File: src/rtl/intr_pkg.sv
// Shared constants and the fixed-priority picker for the interrupt receiver.
package intr_pkg;

  localparam logic [1:0] ADDR_ENABLE  = 2'd0;
  localparam logic [1:0] ADDR_PENDING = 2'd1;
  localparam logic [1:0] ADDR_CLAIM   = 2'd2;

  localparam logic [3:0] ID_NONE = 4'd0;

  // Lowest set index wins; returns index+1, or ID_NONE when nothing is eligible.
  function automatic logic [3:0] prio_pick(input logic [7:0] elig);
    logic [3:0] id;
    id = ID_NONE;
    for (int i = 7; i >= 0; i--) begin
      if (elig[i]) id = 4'(i + 1);
    end
    return id;
  endfunction

endpackage

File: src/rtl/intr_edge_detect.sv
// Per-source rising-edge detector; INTR_SYNC_EN inserts a 2-flop synchronizer
// ahead of the edge detect for asynchronous sources.
module intr_edge_detect (
  input  logic clk,
  input  logic rst,
  input  logic irq,
  output logic rise
);

  logic seen;
  logic prev;

`ifdef INTR_SYNC_EN
  logic sync_p0;
  logic sync_p1;

  always_ff @(posedge clk) begin
    if (!rst) begin
      sync_p0 <= 1'b0;
      sync_p1 <= 1'b0;
    end else begin
      sync_p0 <= irq;
      sync_p1 <= sync_p0;
    end
  end

  assign seen = sync_p1;
`else
  assign seen = irq;
`endif

  always_ff @(posedge clk) begin
    if (!rst) prev <= 1'b0;
    else      prev <= seen;
  end

  assign rise = seen & ~prev;

endmodule

File: src/rtl/interrupt_receiver.sv
// Edge-triggered interrupt receiver with enable mask, fixed priority and an
// MMIO claim/complete window. Optional macro: INTR_SYNC_EN (input synchronizer).
module interrupt_receiver
  import intr_pkg::*;
#(
  parameter int NUM_SRC = 2,
  parameter int ID_W    = 4
) (
  input  logic               clk,
  input  logic               rst,
  input  logic [NUM_SRC-1:0] irq_in,
  input  logic               reg_we,
  input  logic               reg_re,
  input  logic [1:0]         reg_addr,
  input  logic [31:0]        reg_wdata,
  output logic [31:0]        reg_rdata,
  output logic               reg_rvalid,
  output logic               irq_req
);

  logic [NUM_SRC-1:0] rise;
  logic [NUM_SRC-1:0] pending;
  logic [NUM_SRC-1:0] enable;
  logic [NUM_SRC-1:0] elig;
  logic [NUM_SRC-1:0] clr_mask;
  logic [ID_W-1:0]    in_service;
  logic [ID_W-1:0]    pick_id;
  logic               svc_busy;
  logic               claim;
  logic               complete;
  logic [31:0]        rdata_nxt;

  for (genvar i = 0; i < NUM_SRC; i++) begin : g_edge
    intr_edge_detect u_edge (
      .clk  (clk),
      .rst  (rst),
      .irq  (irq_in[i]),
      .rise (rise[i])
    );
  end

  always_comb begin
    elig     = pending & enable;
    svc_busy = (in_service != '0);
    pick_id  = ID_W'(prio_pick(8'(elig)));
    claim    = reg_re && (reg_addr == ADDR_CLAIM) && !svc_busy && (|elig);
    complete = reg_we && (reg_addr == ADDR_CLAIM) && svc_busy &&
               (reg_wdata[ID_W-1:0] == in_service);

    clr_mask = '0;
    for (int i = 0; i < NUM_SRC; i++) begin
      if (claim && (pick_id == ID_W'(i + 1))) clr_mask[i] = 1'b1;
    end

    // Reads always see pre-write state, including a same-cycle ENABLE write.
    rdata_nxt = '0;
    case (reg_addr)
      ADDR_ENABLE:  rdata_nxt = 32'(enable);
      ADDR_PENDING: rdata_nxt = 32'(pending);
      ADDR_CLAIM:   if (claim) rdata_nxt = 32'(pick_id);
      default:      rdata_nxt = '0;
    endcase
  end

  always_ff @(posedge clk) begin
    if (!rst) begin
      pending    <= '0;
      enable     <= '0;
      in_service <= '0;
      irq_req    <= 1'b0;
      reg_rvalid <= 1'b0;
      reg_rdata  <= '0;
    end else begin
      // A fresh rise on the claimed source survives the clear.
      pending <= (pending & ~clr_mask) | rise;
      if (reg_we && (reg_addr == ADDR_ENABLE)) enable <= reg_wdata[NUM_SRC-1:0];
      if (claim)         in_service <= pick_id;
      else if (complete) in_service <= '0;
      // Suppressed in the claim cycle so the request drops right after the claim.
      irq_req    <= (|elig) && !svc_busy && !claim;
      reg_rvalid <= reg_re;
      if (reg_re) reg_rdata <= rdata_nxt;
    end
  end

endmodule

File: config.mk
export PLATFORM = sky130hd
export DESIGN_NAME = interrupt_receiver
export DESIGN_NICKNAME = d
export VERILOG_FILES = /design/src/rtl/intr_pkg.sv /design/src/rtl/intr_edge_detect.sv /design/src/rtl/interrupt_receiver.sv
export SDC_FILE = /design/constraint.sdc
export NUM_CORES = 1
export LEC_CHECK = 0
export CAP_MARGIN = 5
export CORE_AREA = 2 2 55 57
export CTS_CLUSTER_DIAMETER = 100
export DETAILED_ROUTE_END_ITERATION = 7
export DIE_AREA = 0 0 57 59
export HOLD_SLACK_MARGIN = 0.06
export PLACE_DENSITY = 0.78
export SLEW_MARGIN = 10
export SYNTH_ARGS = -nofsm -noshare
export SYNTH_HDL_FRONTEND = slang
export SYNTH_HIERARCHICAL = 1
export SYNTH_SLANG_ARGS = --single-unit
File: constraint.sdc
create_clock -name clk -period 1.8 [get_ports clk]
set_input_delay 0.27 -clock clk [delete_from_list [all_inputs] [get_ports clk]]
set_output_delay 0.27 -clock clk [all_outputs]
set_load 0.02 [all_outputs]
==> run metrics, run 1 <==
status finished, final reports clean; Fill cells just under 300; NetSw 189 µW; via count roughly 600; Seq/Total Area, Yosys 29.0%; Critical path buffers and inverters 2; clk sinks 12; critical path launch point type input pin; # diodes 0; Seq pwr share 44.2%; WP data required roughly 2000 ps; commonest non-fill, non-tap cells in the layout conb_1, clkdlybuf4s50_1, dfxtp_1; Syn Std Cell Area around 830 µm²; core area 2710 µm²; Final min period between 1500 and 2000 ps; power per cell area ~660 nW/µm²; Clock Root Buffer clkbuf_4; RR Endpoint reg_rdata[1]$_SDFFE_PN0P_; Net Sw Frac between 20% and 30%; Cells after Synth around 90; max_cap viols 0; Avg Inst Size Synth between 9 and 10 µm²; ranking of synthesized cells by area dfxtp_1, buf_4, mux2i_1, nor4b_4, nor2b_4; clock share of power 33.5%; CTS Buffer Depth 2; gr ovfl total 0; CP arrival between 1500 and 2000 ps; Hold Crit Depth 2; Final ANT Viol Nets 0; row cnt 19; WL/cell 10.1 µm; # hold bufs at CTS 0; Port Buffers 15; final net count around 160; CP top delay family buffers and inverters; yosys warns 6; slowest stage delay, CP around 500 ps; H-tree depth 1; Post CTS Setup Buffer Count 0; Setup crit start reg_addr[1]; DR pass1 iterations 3; critical path class input pin to flip-flop; proportion of layout cells with a drive suffix above 1 between 10 and 15%; most common cell after layout, fill and taps aside conb_1; Unique masters post-synth 25; initial antenna violation count 0; hold crit path type flip-flop to flip-flop; Setup violations, final 0; R2R Setup Slk between 400 and 500 ps; worst skew pair latency 270 ps; crit share post-route between 80% and 90%; Top-Level Pins 74; CTS tree done; Worst R2R Start in_service[0]$_SDFFE_PN0P_; area leader, netlist dfxtp_1; combinational power share between 20% and 30%; global-route wire length before repair approximately 2.3 mm; max-slew violations 0; largest net degree at the start of global routing 15; IR drop worst, VDD 0.222 mV; die area roughly 3400 µm²; final worst setup slack ~270 ps; CP max FO 2; pre-CTS WS -30.4 ps; Synth top area share 29.0%; final hold slack 495 ps; dpl cells 141; FF+latch count, synth 12; DRT iter0 DRCs 6; Die Width 57 µm; Area Overhead vs Synth 17.2%; Die H between 50 and 60 µm; Starting Density a little over 30%; number of remaining DRC errors 0; Hold Path End reg_rdata[1]$_SDFFE_PN0P_; final RePlAce weighted congestion roughly 0.8; internal power 452 µW; clock-pin transition on the worst setup and hold timing paths ~80 ps; Reg2Reg Depth 4; CP max-delay cell clkdlybuf4s50_1; Total GRT Usage 9.10%; hold_sp reg_rdata[1]$_SDFFE_PN0P_; final hold vios 0; Resized cells post-CTS 0; f_max between 0.6 and 0.7 GHz; Static Leak about 0.00043 µW; Via-to-Cell Ratio 4.03; Layout Cells excl Fill between 100 and 150; Worst setup EP type flip-flop; critical-path cell list clkdlybuf4s50_1 -> inv_2 -> or3_1 -> o41ai_2 -> o22ai_1; RSZ-0062 raised after global routing no; DP HPWL roughly 1.2 mm; final WL between 1 and 1.5 mm; CTS buffer count 3; clk_skew approximately 3.4 ps; vias in the first global route 535
[Yosys cell counts]
| cell | instances |
|---|---|
| inv_2 | 1 |
| o22ai_1 | 1 |
| a21oi_1 | 1 |
| clkbuf_1 | 1 |
| nor2_1 | 3 |
| o21ai_0 | 3 |
| or3_1 | 1 |
| xor2_1 | 2 |
| and4_1 | 1 |
| nor2b_4 | 2 |
| a21boi_0 | 3 |
| nor2b_1 | 4 |
| buf_4 | 30 |
| inv_1 | 1 |
| nand3_1 | 2 |
| mux2i_1 | 5 |
| and2_2 | 1 |
| a22o_1 | 1 |
| and2_1 | 4 |
| nor4b_4 | 2 |
| dfxtp_1 | 12 |
| o41ai_2 | 1 |
| nand2_1 | 7 |
| nand2b_1 | 2 |
| conb_1 | 1 |
[per-stage QoR]
| stage | setup TNS, ps | total power, µW | util [%] | cell area [µm²] |
|---|---|---|---|---|
| after floorplan | 0 | 430 | - | 938 |
| after global placement | 0 | 428 | 34.5 | 936 |
| after detailed placement | -39.9 | 431 | 34.5 | 936 |
| after CTS | 0 | 642 | 35.9 | 972 |
| after global routing | 0 | 668 | 35.9 | 972 |
| final | 0 | 641 | 35.9 | 972 |
[routing by layer]
metal  GRT usage, %  vias up  routed length, µm
met5              0        -                  0
met4           5.65        0                 10
met3           3.71        2                107
met2           15.4       25                748
met1           9.38      273                594
li1               -      284                  -
[power groups by stage]
stage	Combinational (µW)	Clock (µW)	Sequential, µW
finish	143	215	283
CTS	142	217	283
global placement	139	0	289
global route	153	232	284
detailed placement	141	0	289
floorplan	139	0	291
[logic make-up after synthesis]
family                    after synthesis  synth area share (%)
AOI/OAI and AO/OA                      10                  8.90
and+or+nand+nor                        29                  25.0
other                                   1                 0.452
DFF                                    12                  29.0
xor gates and xnor gates                2                  2.11
muxes                                   5                  6.03
buffers and inverters                  33                  28.5
[layout make-up]
class | count | area (µm²) | area share (%)
Clock buffer | 4 | 36.3 | 3.73
Inverter | 2 | 7.51 | 0.772
Multi-Input combinational cell | 76 | 462 | 47.5
Sequential cell | 12 | 240 | 24.7
Tap cell | 31 | 38.8 | 3.99
Timing Repair Buffer | 20 | 188 | 19.3
[flip-flops by register name, indices dropped and copies added (netlist names)]
register / cells
enable: 2
g_edge.u_edge/prev: 2
in_service: 2
pending: 2
reg_rdata: 2
irq_req: 1
reg_rvalid: 1
[worst min-delay path: cells and delay by family, from the launching register on]
family | cells | cell delay (ps)
compound gates | 1 | 70
flops | 1 | 320
simple gates | 1 | 60
[worst max path at each step]
stage / to / slack, ps / depth (start not counted)
6_report: in_service[0]$_SDFFE_PN0P_ / 270 / 5
5_1_grt: in_service[0]$_SDFFE_PN0P_ / 190 / 5
4_1_cts: in_service[0]$_SDFFE_PN0P_ / 260 / 5
3_5_place_dp: in_service[0]$_SDFFE_PN0P_ / -30 / 5
3_3_place_gp: in_service[0]$_SDFFE_PN0P_ / 3 / 5
2_1_floorplan: reg_rdata[1]$_SDFFE_PN0P_ / 520 / 4
Note: power is estimated with default switching activity, not from simulation.
==> run 2, diff against run 1 <==
- CAP_MARGIN: 5 -> 20
- CELL_PAD_IN_SITES_DETAIL_PLACEMENT: not set -> 1
- CELL_PAD_IN_SITES_GLOBAL_PLACEMENT: not set -> 1
- CORE_AREA: 2 2 55 57 -> 2 2 68 70
- DIE_AREA: 0 0 57 59 -> 0 0 70 72
- PLACE_DENSITY: 0.78 -> not set
- PLACE_DENSITY_LB_ADDON: not set -> 0.1
==> run metrics, run 2 (same netlist as run 1, synthesis figures left out) <==
CP max-delay cell clkdlybuf4s50_1 (unchanged); pre-CTS WS -99.4 ps (was -30.4 ps); dpl cells 162 (was 141); # diodes 0 (unchanged); WL/cell 10.4 µm (was 10.1 µm); Post CTS Setup Buffer Count 0 (unchanged); area occupied by multi-input gates 462 µm² (unchanged); final WL 1.71 mm (was 1.46 mm); hold_sp reg_rdata[1]$_SDFFE_PN0P_ (unchanged); Hold Path End reg_rdata[1]$_SDFFE_PN0P_ (unchanged); gr ovfl total 0 (unchanged); R2R Setup Slk 440 ps (about the same); clk sinks 12 (unchanged); Reg2Reg Depth 4 (unchanged); CTS buffer count 3 (unchanged); Total GRT Usage 6.53% (was 9.10%); critical path launch point type input pin (unchanged); max-slew violations 0 (unchanged); most common cell after layout, fill and taps aside conb_1 (unchanged); CP arrival 1740 ps (was 1690 ps); Resized cells post-CTS 0 (unchanged); Clock Root Buffer clkbuf_8 (was clkbuf_4); CP top delay family buffers and inverters (unchanged); initial antenna violation count 0 (unchanged); power per cell area 673 nW/µm² (was 659 nW/µm²); core area 4260 µm² (was 2710 µm²); final RePlAce weighted congestion 0.735 (was 0.818); row cnt 24 (was 19); Final min period 1630 ps (was 1530 ps); Die Width 70 µm (was 57 µm); IR drop worst, VDD 0.157 mV (was 0.222 mV); H-tree depth 1 (unchanged); die area 5040 µm² (was 3360 µm²); final hold vios 0 (unchanged); Die H 72 µm (was 59 µm); Area Overhead vs Synth 21.0% (was 17.2%); Via-to-Cell Ratio 3.52 (was 4.03); WP data required 1910 ps (was 1960 ps); global-route wire length before repair 2.55 mm (was 2.29 mm); status finished, final reports clean (unchanged); Final ANT Viol Nets 0 (unchanged); CTS Buffer Depth 2 (unchanged); Worst setup EP type flip-flop (unchanged); Starting Density 19.5% (was 30.6%); RR Endpoint reg_rdata[1]$_SDFFE_PN0P_ (unchanged); number of remaining DRC errors 0 (unchanged); Critical path buffers and inverters 2 (unchanged); f_max 0.613 GHz (was 0.652 GHz); commonest non-fill, non-tap cells in the layout conb_1, clkdlybuf4s50_1, dfxtp_1 (unchanged); largest net degree at the start of global routing 15 (unchanged); vias in the first global route 549 (was 535); max_cap viols 0 (unchanged); final worst setup slack 169 ps (was 266 ps); final hold slack 486 ps (was 495 ps); via count 581 (was 584); critical path class input pin to flip-flop (unchanged); DR pass1 iterations 2 (was 3); Setup violations, final 0 (unchanged); Reg area 240 µm² (unchanged); crit share post-route 90.6% (was 85.2%); CP max FO 2 (unchanged); clock-pin transition on the worst setup and hold timing paths 50 ps (was 80 ps); Static Leak 0.000428 µW (was 0.000427 µW); DP HPWL 1.39 mm (was 1.18 mm); Area after DPL 962 µm² (was 936 µm²); Finished Cell Area 1000 µm² (was 972 µm²); Worst R2R Start in_service[0]$_SDFFE_PN0P_ (unchanged); Layout Cells excl Fill 165 (was 145); Final TNS setup 0 ps (unchanged); # hold bufs at CTS 0 (unchanged); hold crit path type flip-flop to flip-flop (unchanged); critical-path cell list clkdlybuf4s50_1 -> inv_2 -> or3_1 -> o41ai_2 -> o21ai_0 (was clkdlybuf4s50_1 -> inv_2 -> or3_1 -> o41ai_2 -> o22ai_1); RSZ-0062 raised after global routing no (unchanged); Fill cells 515 (was 296); slowest stage delay, CP 520 ps (was 500 ps); Port Buffers 15 (unchanged); final net count 155 (unchanged); Top-Level Pins 74 (unchanged); CTS tree done (unchanged); worst skew pair latency 240 ps (was 270 ps); clk_skew 0.784 ps (was 3.43 ps); DRT iter0 DRCs 20 (was 6); proportion of layout cells with a drive suffix above 1 13.3% (was 14.0%); Hold Crit Depth 2 (unchanged)
run 2: metal layers:
metal	global-route usage (%)	share of wire [%]	vias up	wire length, µm
met4	1.92	1.1	0	19
met2	11.4	52	26	891
met3	2.64	7.3	2	125
li1	-	-	285	-
met5	0	0	-	0
met1	7.35	39	268	675
run 2: area by class of cell:
class                      instances  share of cell area [%]
multi-input combinational         76                    46.0
sequential                        12                    23.9
timing repair buffer              20                    18.7
tap                               52                    6.48
clock buffer                       3                    4.11
inverter                           2                   0.748
run 2: power breakdown:
group          switching (µW)  internal [µW]  total, µW
combinational            89.1           54.0        143
sequential               8.23            276        284
clock                     100            148        248
total                     198            478        675
run 2: worst max-delay path by stage:
stage,from,end,slack (ps),depth (start not counted)
finish,reg_addr[1],in_service[1]$_SDFFE_PN0P_,170,5
global route,reg_addr[1],in_service[1]$_SDFFE_PN0P_,100,5
CTS,reg_addr[1],in_service[0]$_SDFFE_PN0P_,160,5
detailed placement,reg_addr[1],in_service[1]$_SDFFE_PN0P_,-100,5
global placement,reg_addr[1],in_service[0]$_SDFFE_PN0P_,-70,5
floorplan,in_service[0]$_SDFFE_PN0P_,reg_rdata[1]$_SDFFE_PN0P_,520,4
run 2: worst register-to-register path, delay by kind of cell (launching register included):
family / cells / cell delay, ps
AO/OA/AOI/OAI: 2 / 310
AND/OR/NAND/NOR: 2 / 610
flip-flops: 1 / 370
run 2: per-stage QoR:
stage	utilization [%]	power [µW]
after global placement	22.6	432
after global routing	23.5	711
after CTS	23.5	686
after floorplan	-	430
after detailed placement	22.6	433
final	23.5	675
